### config.mk
export PLATFORM = sky130hd
export DESIGN_NAME = scroll_text_engine
export DESIGN_NICKNAME = d
export VERILOG_FILES = /design/src/rtl/scroll_text_pkg.sv /design/src/rtl/char_store.sv /design/src/rtl/scroll_text_engine.sv
export SDC_FILE = /design/constraint.sdc
export NUM_CORES = 2
export LEC_CHECK = 0
export CAP_MARGIN = 20
export CORE_MARGIN = 2
export CORE_UTILIZATION = 55
export CTS_CLUSTER_SIZE = 24
export DETAILED_ROUTE_END_ITERATION = 8
export MAX_ROUTING_LAYER = met4
export PLACE_DENSITY_LB_ADDON = 0.1
export SETUP_SLACK_MARGIN = 0.3
export SLEW_MARGIN = 40
export SYNTH_ARGS = -nofsm -noshare
export SYNTH_HDL_FRONTEND = slang
export SYNTH_SLANG_ARGS = --single-unit
### constraint.sdc
create_clock -name clk -period 6.1 [get_ports clk]
set_input_delay 1.525 -clock clk [delete_from_list [all_inputs] [get_ports clk]]
set_output_delay 1.525 -clock clk [all_outputs]
set_load 0.01 [all_outputs]
### src/rtl/scroll_text_pkg.sv
`default_nettype none
// ============================================================================
//  Module   : scroll_text_pkg
//  Purpose  : Shared constants and types for the scrolling text engine.
//             - ASCII codes for blank, backspace and delete.
//             - Window-fetch FSM state encoding.
//             - Falling-edge pattern used by the strobe and clear detectors.
//  Ports    : none (package)
//  Revision : 1.0  initial release
// ============================================================================
package scroll_text_pkg;

   localparam logic [7:0] ASCII_BLANK = 8'h20;
   localparam logic [7:0] ASCII_BS    = 8'h08;
   localparam logic [7:0] ASCII_DEL   = 8'h7F;

   // {previous, current} synchronised level; 2'b10 is a high-to-low transition
   localparam logic [1:0] EDGE_FALL   = 2'b10;
   localparam logic       SYNC_INIT   = 1'b0;

   typedef enum logic [1:0] {
      ST_IDLE   = 2'd0,
      ST_FETCH  = 2'd1,
      ST_COMMIT = 2'd2
   } win_state_e;

   // Backspace and delete both remove the last stored character
   function automatic logic is_erase(input logic [7:0] c);
      return (c == ASCII_BS) || (c == ASCII_DEL);
   endfunction

endpackage
`default_nettype wire

### src/rtl/char_store.sv
`default_nettype none
// ============================================================================
//  Module   : char_store
//  Purpose  : Simple dual-port character RAM, one write port and one
//             registered read port, written so it maps onto block RAM.
//  Ports    : clk       - clock
//             we_i      - write enable
//             waddr_i   - write address
//             wdata_i   - write data
//             raddr_i   - read address (data valid the following cycle)
//             rdata_o   - registered read data
//  Revision : 1.0  initial release
// ============================================================================
module char_store #(
   parameter int DEPTH     = 256,
   parameter int ADDR_BITS = 8
) (
   input  logic                 clk,
   input  logic                 we_i,
   input  logic [ADDR_BITS-1:0] waddr_i,
   input  logic [7:0]           wdata_i,
   input  logic [ADDR_BITS-1:0] raddr_i,
   output logic [7:0]           rdata_o
);

   logic [7:0] mem_q [DEPTH];
   logic [7:0] rdata_q;

   // No reset: contents survive rstn, and a reset would block RAM inference
   always_ff @(posedge clk) begin
      if (we_i) begin
         mem_q[waddr_i] <= wdata_i;
      end
      rdata_q <= mem_q[raddr_i];
   end

   assign rdata_o = rdata_q;

endmodule
`default_nettype wire

### src/rtl/scroll_text_engine.sv
`default_nettype none
// ============================================================================
//  Module   : scroll_text_engine
//  Purpose  : Stores strobed ASCII bytes in a circular character store and
//             drives NUM_DIGITS character outputs. Text that fits is shown
//             static and left-justified; longer text scrolls left with a
//             GAP-wide blank run before wrapping. Frames are fetched into a
//             shadow buffer and committed in one cycle so no torn frame is
//             ever visible.
//  Ports    : clk, rstn (async active-low)
//             ascii        - byte to store, sampled on detected strobe edge
//             dsn          - active-low async strobe, falling edge = write
//             clearn       - active-low async clear, falling edge = clear
//             pause        - hold scroll position
//             digits       - characters, MSB byte is the leftmost digit
//             len          - number of stored characters
//             full / empty - store occupancy flags
//             scroll_tick  - one-cycle pulse per scroll period
//  Revision : 1.0  initial release
// ============================================================================
module scroll_text_engine
   import scroll_text_pkg::*;
#(
   parameter int NUM_DIGITS      = 4,
   parameter int STORE_DEPTH     = 256,
   parameter int STORE_BITS      = 8,
   parameter int SCROLL_DIV_BITS = 22,
   parameter int GAP             = 4
) (
   input  logic                    clk,
   input  logic                    rstn,
   input  logic [7:0]              ascii,
   input  logic                    dsn,
   input  logic                    clearn,
   input  logic                    pause,
   output logic [8*NUM_DIGITS-1:0] digits,
   output logic [STORE_BITS:0]     len,
   output logic                    full,
   output logic                    empty,
   output logic                    scroll_tick
);

   localparam int LW = STORE_BITS + 1;              // len / pos width
   localparam int XW = STORE_BITS + 2;              // len+GAP without overflow
   localparam int IW = $clog2(NUM_DIGITS + 1);      // fetch index 0..NUM_DIGITS
   localparam int SW = $clog2(NUM_DIGITS);          // shadow slot index

   localparam logic [LW-1:0] LEN_ONE  = LW'(1);
   localparam logic [LW-1:0] LEN_FULL = LW'(STORE_DEPTH);
   localparam logic [LW-1:0] ND_LEN   = LW'(NUM_DIGITS);
   localparam logic [IW-1:0] IDX_LAST = IW'(NUM_DIGITS);

   // ---------------- input synchronisers and edge detect ----------------
   logic dsn_s1_q, dsn_s2_q, dsn_prev_q;
   logic clr_s1_q, clr_s2_q, clr_prev_q;
   logic write_ev, clear_ev;

   always_ff @(posedge clk or negedge rstn) begin
      if (!rstn) begin
         dsn_s1_q   <= SYNC_INIT;
         dsn_s2_q   <= SYNC_INIT;
         dsn_prev_q <= SYNC_INIT;
         clr_s1_q   <= SYNC_INIT;
         clr_s2_q   <= SYNC_INIT;
         clr_prev_q <= SYNC_INIT;
      end else begin
         dsn_s1_q   <= dsn;
         dsn_s2_q   <= dsn_s1_q;
         dsn_prev_q <= dsn_s2_q;
         clr_s1_q   <= clearn;
         clr_s2_q   <= clr_s1_q;
         clr_prev_q <= clr_s2_q;
      end
   end

   assign write_ev = ({dsn_prev_q, dsn_s2_q} == EDGE_FALL);
   assign clear_ev = ({clr_prev_q, clr_s2_q} == EDGE_FALL);

   // ---------------- scroll tick divider ----------------
   logic [SCROLL_DIV_BITS-1:0] tick_cnt_q;

   always_ff @(posedge clk or negedge rstn) begin
      if (!rstn) tick_cnt_q <= '0;
      else       tick_cnt_q <= tick_cnt_q + SCROLL_DIV_BITS'(1);
   end

   assign scroll_tick = &tick_cnt_q;

   // ---------------- length, store write, position ----------------
   logic [LW-1:0] len_q, len_d, pos_q, pos_d;
   logic [XW-1:0] lim_w;
   logic          we_w, dirty_set_w;

   assign full  = (len_q == LEN_FULL);
   assign empty = (len_q == '0);
   assign len   = len_q;

   always_comb begin
      len_d = len_q;
      we_w  = 1'b0;
      if (clear_ev) begin
         len_d = '0;
      end else if (write_ev) begin
         if (is_erase(ascii)) begin
            if (len_q != '0) len_d = len_q - LEN_ONE;
         end else if (!full) begin
            we_w  = 1'b1;
            len_d = len_q + LEN_ONE;
         end
      end
   end

   // Last valid scroll position for the length that takes effect this cycle,
   // so a shrinking length clamps pos on the same cycle it changes.
   assign lim_w = {1'b0, len_d} + XW'(GAP) - XW'(1);

   always_comb begin
      pos_d = pos_q;
      if (clear_ev || (len_d <= ND_LEN)) begin
         pos_d = '0;
      end else if ({1'b0, pos_q} > lim_w) begin
         pos_d = '0;
      end else if (scroll_tick && !pause) begin
         pos_d = ({1'b0, pos_q} == lim_w) ? '0 : pos_q + LEN_ONE;
      end
   end

   assign dirty_set_w = we_w || clear_ev || (len_d != len_q) || (pos_d != pos_q);

   // ---------------- window fetch FSM ----------------
   win_state_e                 state_q, state_d;
   logic [IW-1:0]              idx_q, idx_d;
   logic [LW-1:0]              pos_snap_q, pos_snap_d, len_snap_q, len_snap_d;
   logic                       dirty_q, dirty_d, latch_w;
   logic [7:0]                 shadow_q [NUM_DIGITS];
   logic [7:0]                 shadow_d [NUM_DIGITS];
   logic [8*NUM_DIGITS-1:0]    digits_q, digits_d;
   logic [STORE_BITS-1:0]      raddr_w;
   logic [7:0]                 rdata_w;
   logic [XW-1:0]              slot_pos_w;
   logic [SW-1:0]              slot_w;

   // Read issued at index i lands one cycle later, i.e. while idx_q = i+1
   assign raddr_w    = pos_snap_q[STORE_BITS-1:0] + STORE_BITS'(idx_q);
   assign slot_pos_w = {1'b0, pos_snap_q} + XW'(idx_q) - XW'(1);
   assign slot_w     = SW'(idx_q - IW'(1));

   always_comb begin
      state_d    = state_q;
      idx_d      = idx_q;
      pos_snap_d = pos_snap_q;
      len_snap_d = len_snap_q;
      shadow_d   = shadow_q;
      digits_d   = digits_q;
      latch_w    = 1'b0;
      case (state_q)
         ST_IDLE: begin
            if (dirty_q) begin
               latch_w    = 1'b1;
               pos_snap_d = pos_q;
               len_snap_d = len_q;
               idx_d      = '0;
               state_d    = ST_FETCH;
            end
         end
         ST_FETCH: begin
            if (idx_q != '0) begin
               shadow_d[slot_w] = (slot_pos_w >= {1'b0, len_snap_q}) ? ASCII_BLANK : rdata_w;
            end
            if (idx_q == IDX_LAST) state_d = ST_COMMIT;
            else                   idx_d   = idx_q + IW'(1);
         end
         ST_COMMIT: begin
            for (int k = 0; k < NUM_DIGITS; k++) begin
               digits_d[8*(NUM_DIGITS-1-k) +: 8] = shadow_q[k];
            end
            state_d = ST_IDLE;
         end
         default: state_d = ST_IDLE;
      endcase
   end

   // A new change arriving on the latch cycle (or during FETCH/COMMIT) wins
   // over the clear, so it is serviced on the next pass through IDLE.
   assign dirty_d = (dirty_q && !latch_w) || dirty_set_w;

   always_ff @(posedge clk or negedge rstn) begin
      if (!rstn) begin
         len_q      <= '0;
         pos_q      <= '0;
         dirty_q    <= 1'b0;
         state_q    <= ST_IDLE;
         idx_q      <= '0;
         pos_snap_q <= '0;
         len_snap_q <= '0;
         shadow_q   <= '{default: ASCII_BLANK};
         digits_q   <= {NUM_DIGITS{ASCII_BLANK}};
      end else begin
         len_q      <= len_d;
         pos_q      <= pos_d;
         dirty_q    <= dirty_d;
         state_q    <= state_d;
         idx_q      <= idx_d;
         pos_snap_q <= pos_snap_d;
         len_snap_q <= len_snap_d;
         shadow_q   <= shadow_d;
         digits_q   <= digits_d;
      end
   end

   assign digits = digits_q;

   char_store #(
      .DEPTH     (STORE_DEPTH),
      .ADDR_BITS (STORE_BITS)
   ) u_store (
      .clk     (clk),
      .we_i    (we_w),
      .waddr_i (len_q[STORE_BITS-1:0]),
      .wdata_i (ascii),
      .raddr_i (raddr_w),
      .rdata_o (rdata_w)
   );

endmodule
`default_nettype wire

==> results.txt <==
In this run the static leakage power is between 30 and 40 nW. sky130_fd_sc_hd__edfxtp_1 is the most common cell in the netlist. The fraction of the yosys area taken by sequential cells came out at 0.756.

The remaining antenna violation count is 0. After floorplanning, the core was sized to cover 156000 um2. Of the total power, the clock network draws 0.326. The worst setup path is captured at a flop.

Counting every sink on the clock net gives ~2200. Internal power comes to ~0.029 W. The maximum buffer depth of the clock tree is 3.

The die is 400 um wide. CTS built an H-tree with a depth of 4. The global-route wire length before repair came out at roughly 290000 um. The setup-violating endpoint count in the final report is 0.

The actual slew at the worst max-slew pin came out at approximately 860 ps. The number of standard-cell rows in the floorplan came out at 145. The average wire length per cell after detail routing came out at 31.8 um. The path class of the tightest hold or removal check is flop to flop. The final setup skew came out at approximately 19 ps. The netlist area before placement is between 80000 and 90000 um2.

The flow ran to the end, and the final reports show no timing, DRC or antenna violations. The number of filler instances in the final layout is between 10000 and 15000. Yosys attributes the largest share of cell area to sky130_fd_sc_hd__edfxtp_1 71%, sky130_fd_sc_hd__mux4_2 18%, sky130_fd_sc_hd__dfrtp_1 3.7%.

The post-synthesis average cell area is 21.9 um2. The die footprint came out at between 150000 and 200000 um2. The synthesized design spends more area on one cell type than any other, namely sky130_fd_sc_hd__edfxtp_1.

The HPWL after detailed placement is 119000 um. The number of cells after detailed placement is about 6000. The total count of max-transition violations in the final report is 0. The post-detailed-route via-to-cell ratio came out at 6.33. The pre-antenna-repair detailed-routing pass consisted of 6 iterations. The net count after synthesis came out at 3998. After layout, the minimum clock period comes to ~5200 ps. Detailed routing inserted a total of 40200 vias. The floorplan step set the die height to 400 um. The number of violations of the max-capacitance limit is 0. The post-synthesis cell count came out at between 3000 and 4000.

For the worst setup path, the data arrival time is ~6000 ps. The post-detailed-routing wire length is 202000 um. At the end of the flow the core is filled with cells to 0.620. The via count of the first global-routing pass is between 40000 and 50000.

The logic gate share of total power came out at 0.243. For this run, the post-layout net count is between 4000 and 5000. After synthesis, the most frequently instantiated cells are 2048 x sky130_fd_sc_hd__edfxtp_1, 680 x sky130_fd_sc_hd__mux4_2, 294 x sky130_fd_sc_hd__nor2_1. The final instance count without filler cells came out at around 6400. In this run the worst path has a maximum fanout of 8.

STA classifies the critical path startpoint as a flop. Yosys printed 0 warnings. The share of async-settable or async-resettable flops after synthesis came out at 0.0612. For this run, the total global-route usage over all layers was measured as 0.267. The top flip-flop cell by instance count after synthesis is sky130_fd_sc_hd__edfxtp_1. Measured against its own limit, the worst slew margin works out to 0.423. The area overhead of the layout relative to synthesis came out at 12.4%.

The latest clock arrival within the worst-skew pair is 820 ps. The initial core utilization came out at 0.552. The tree is rooted in a sky130_fd_sc_hd__clkbuf_16. For this block, the initial DRC count from the detailed router was about 4200. Of the total power, the share spent switching nets is 0.268. The net switching component of the power came out at ~0.011 W. The number of I/O port buffers is 56. The highest clock frequency the design can meet is 192 MHz. The final weighted congestion in routability-driven placement is approximately 0.84. The post-route fraction of the period consumed by the critical path came out at 0.854.

Counting flops and latches in the post-synthesis netlist gives about 2200. The ratio of total power to cell area is around 410 nW/um2. The number of gates resized after CTS is 0. The maximum number of pins on one net before global-route repair came out at 185. The post-CTS repair timing setup buffer count is 0. The number of antenna violations at the first check in global routing is 10. The clock tree from TritonCTS is built. The remaining design rule violation count is 0.

The total global routing overflow is 0. Setup repair after global routing left no endpoint under its margin. The clock slew seen by the registers of the worst setup and hold paths is roughly 60 ps. The final hold violation count was 0.

The portion of total power attributed to sequential cells is 0.431. Clock tree synthesis inserted a total of 211 buffers. In the final timing run, aggregate negative setup slack is 0 ps. In this run, distinct cell masters in the synthesized netlist total ~70.

STA puts the critical path data required time at 6780 ps. The worst setup path is of the flop to flop kind. The share of post-route cells with drive strength above 1 is 0.286. The worst-case IR drop observed on VDD is 0.000310 V. Counting flops with a built-in enable in the synthesized netlist gives a little over 2000. In this run the count of I/O pins placed on the die edge is 57. The proportion of netlist area held by the largest area contributor came out at 0.715.

The cts-stage hold buffer count is 0.
[cells in the final DEF, fill, tap and decap left out, types with 12 or more instances in the layout]
cell                              Yosys  layout
sky130_fd_sc_hd__xnor2_1             34      29
sky130_fd_sc_hd__buf_4                0      81
sky130_fd_sc_hd__mux4_2             680     680
sky130_fd_sc_hd__mux2_2              35      35
sky130_fd_sc_hd__buf_6                2      14
sky130_fd_sc_hd__ha_1                49      48
sky130_fd_sc_hd__o21ai_0             61      60
sky130_fd_sc_hd__clkdlybuf4s50_1      0      47
sky130_fd_sc_hd__clkinv_1             1      51
sky130_fd_sc_hd__edfxtp_1          2048    2048
sky130_fd_sc_hd__bufinv_16            0      19
sky130_fd_sc_hd__nor2_1             294     247
sky130_fd_sc_hd__inv_1               45      45
sky130_fd_sc_hd__nor2_2               0      47
sky130_fd_sc_hd__nor2b_1             12      12
sky130_fd_sc_hd__xor2_1              16      16
sky130_fd_sc_hd__clkbuf_1           129      47
sky130_fd_sc_hd__a21oi_1             16      16
sky130_fd_sc_hd__nand2_1            131     119
sky130_fd_sc_hd__buf_12               0      22
sky130_fd_sc_hd__clkbuf_16            0     216
sky130_fd_sc_hd__nand3_1             32      25
sky130_fd_sc_hd__clkinv_2             0      35
sky130_fd_sc_hd__nand4_1             14      14
sky130_fd_sc_hd__nand2_2              1      13
sky130_fd_sc_hd__dfrtp_1            126     126
[logic make-up (layout without fill, tap and decap cells)]
family / count (synthesis) / in the layout / synth area share
buffers and inverters: 254 / 610 / 0.0120
xor gates and xnor gates: 51 / 51 / 0.00528
muxes: 719 / 719 / 0.183
AOI/OAI and AO/OA: 128 / 128 / 0.00954
adders and majority gates: 51 / 51 / 0.00759
other: 0 / 2 / 0
DFF: 2190 / 2190 / 0.756
and+or+nand+nor: 541 / 541 / 0.0271
[path summary, 6_finish.rpt]
kind	from	endpoint	slack [ps]	depth (start not counted)
setup / recovery	len[1]	dirty_q	890	24
hold / removal	clr_s1_q	clr_s2_q	340	0
setup reg to reg	len[1]	dirty_q	890	24
hold reg to reg	clr_s1_q	clr_s2_q	340	0
max in group asynchronous	rstn	len_snap_q[7]	4350	2
min in group asynchronous	rstn	tick_cnt_q[13]	720	1
[metrics by stage]
stage               hold slack, ps  setup slack, ps  power (W)  area [um2]
floorplan                      331              702     0.0235       86100
global placement               333              316     0.0269       89600
detailed placement             336              280     0.0269       89700
CTS                            349              969     0.0396       96500
global route                   359              377     0.0406       96700
finish                         343              888     0.0393       96700
[state kept, by name (all words and copies together) (netlist names)]
register / flops
u_store.mem_q: 2048
idx_q: 3
clr_s1_q: 1
state_q: 2
pos_q: 9
u_store.rdata_o: 8
dirty_q: 1
tick_cnt_q: 22
dsn_s1_q: 1
pos_snap_q: 9
clr_s2_q: 1
digits: 32
clr_prev_q: 1
dsn_prev_q: 1
dsn_s2_q: 1
len_snap_q: 9
len: 9
shadow_q: 32
[power groups by stage]
stage / registers [W] / clock network, W / logic, W
2_1_floorplan: 0.0172 / 0 / 0.00631
3_3_place_gp: 0.0172 / 0 / 0.00965
3_5_place_dp: 0.0172 / 0 / 0.00969
4_1_cts: 0.0169 / 0.0130 / 0.00972
5_1_grt: 0.0169 / 0.0136 / 0.0101
6_report: 0.0169 / 0.0128 / 0.00954
[layer usage]
metal  global-route usage  part of all wire  vias to the layer above
met2                0.413              0.49                     1475
met5                    -                 0                        -
li1                     -                 -                    16700
met3               0.0380             0.065                      281
met4               0.0647             0.023                        0
met1                0.383              0.42                    21700
[critical path: stages (launching register included)]
cell and delay (ps):
sky130_fd_sc_hd__dfrtp_1 500, sky130_fd_sc_hd__inv_1 230, sky130_fd_sc_hd__ha_1 400, sky130_fd_sc_hd__nor4b_1 280, sky130_fd_sc_hd__nand2_1 160, sky130_fd_sc_hd__inv_1 160
sky130_fd_sc_hd__a2111oi_0 80, sky130_fd_sc_hd__o41ai_1 560, sky130_fd_sc_hd__inv_1 140, sky130_fd_sc_hd__nor2_1 190, sky130_fd_sc_hd__buf_4 130, sky130_fd_sc_hd__nor2_1 40
sky130_fd_sc_hd__xor2_1 110, sky130_fd_sc_hd__nand2_1 80, sky130_fd_sc_hd__ha_1 310, sky130_fd_sc_hd__a211o_1 260, sky130_fd_sc_hd__o211ai_1 80, sky130_fd_sc_hd__a31oi_1 90
sky130_fd_sc_hd__o21ai_0 220, sky130_fd_sc_hd__nand3_1 120, sky130_fd_sc_hd__o21ai_0 150, sky130_fd_sc_hd__o21bai_2 210, sky130_fd_sc_hd__a21boi_0 120, sky130_fd_sc_hd__a311oi_1 300
sky130_fd_sc_hd__o2111ai_2 130
[area by class of cell]
type,instances,area [um2],share of cell area
repair buffers,176,1890,0.0196
well taps,2058,2570,0.0266
clock buffers,267,5640,0.0583
multi-input cells,1490,20300,0.210
clock inverters,121,1130,0.0117
flip-flops and latches,2190,65000,0.672
diodes,2,5.00,0.0000518
inverters,46,173,0.00179
(Power assumes the default switching activity.)
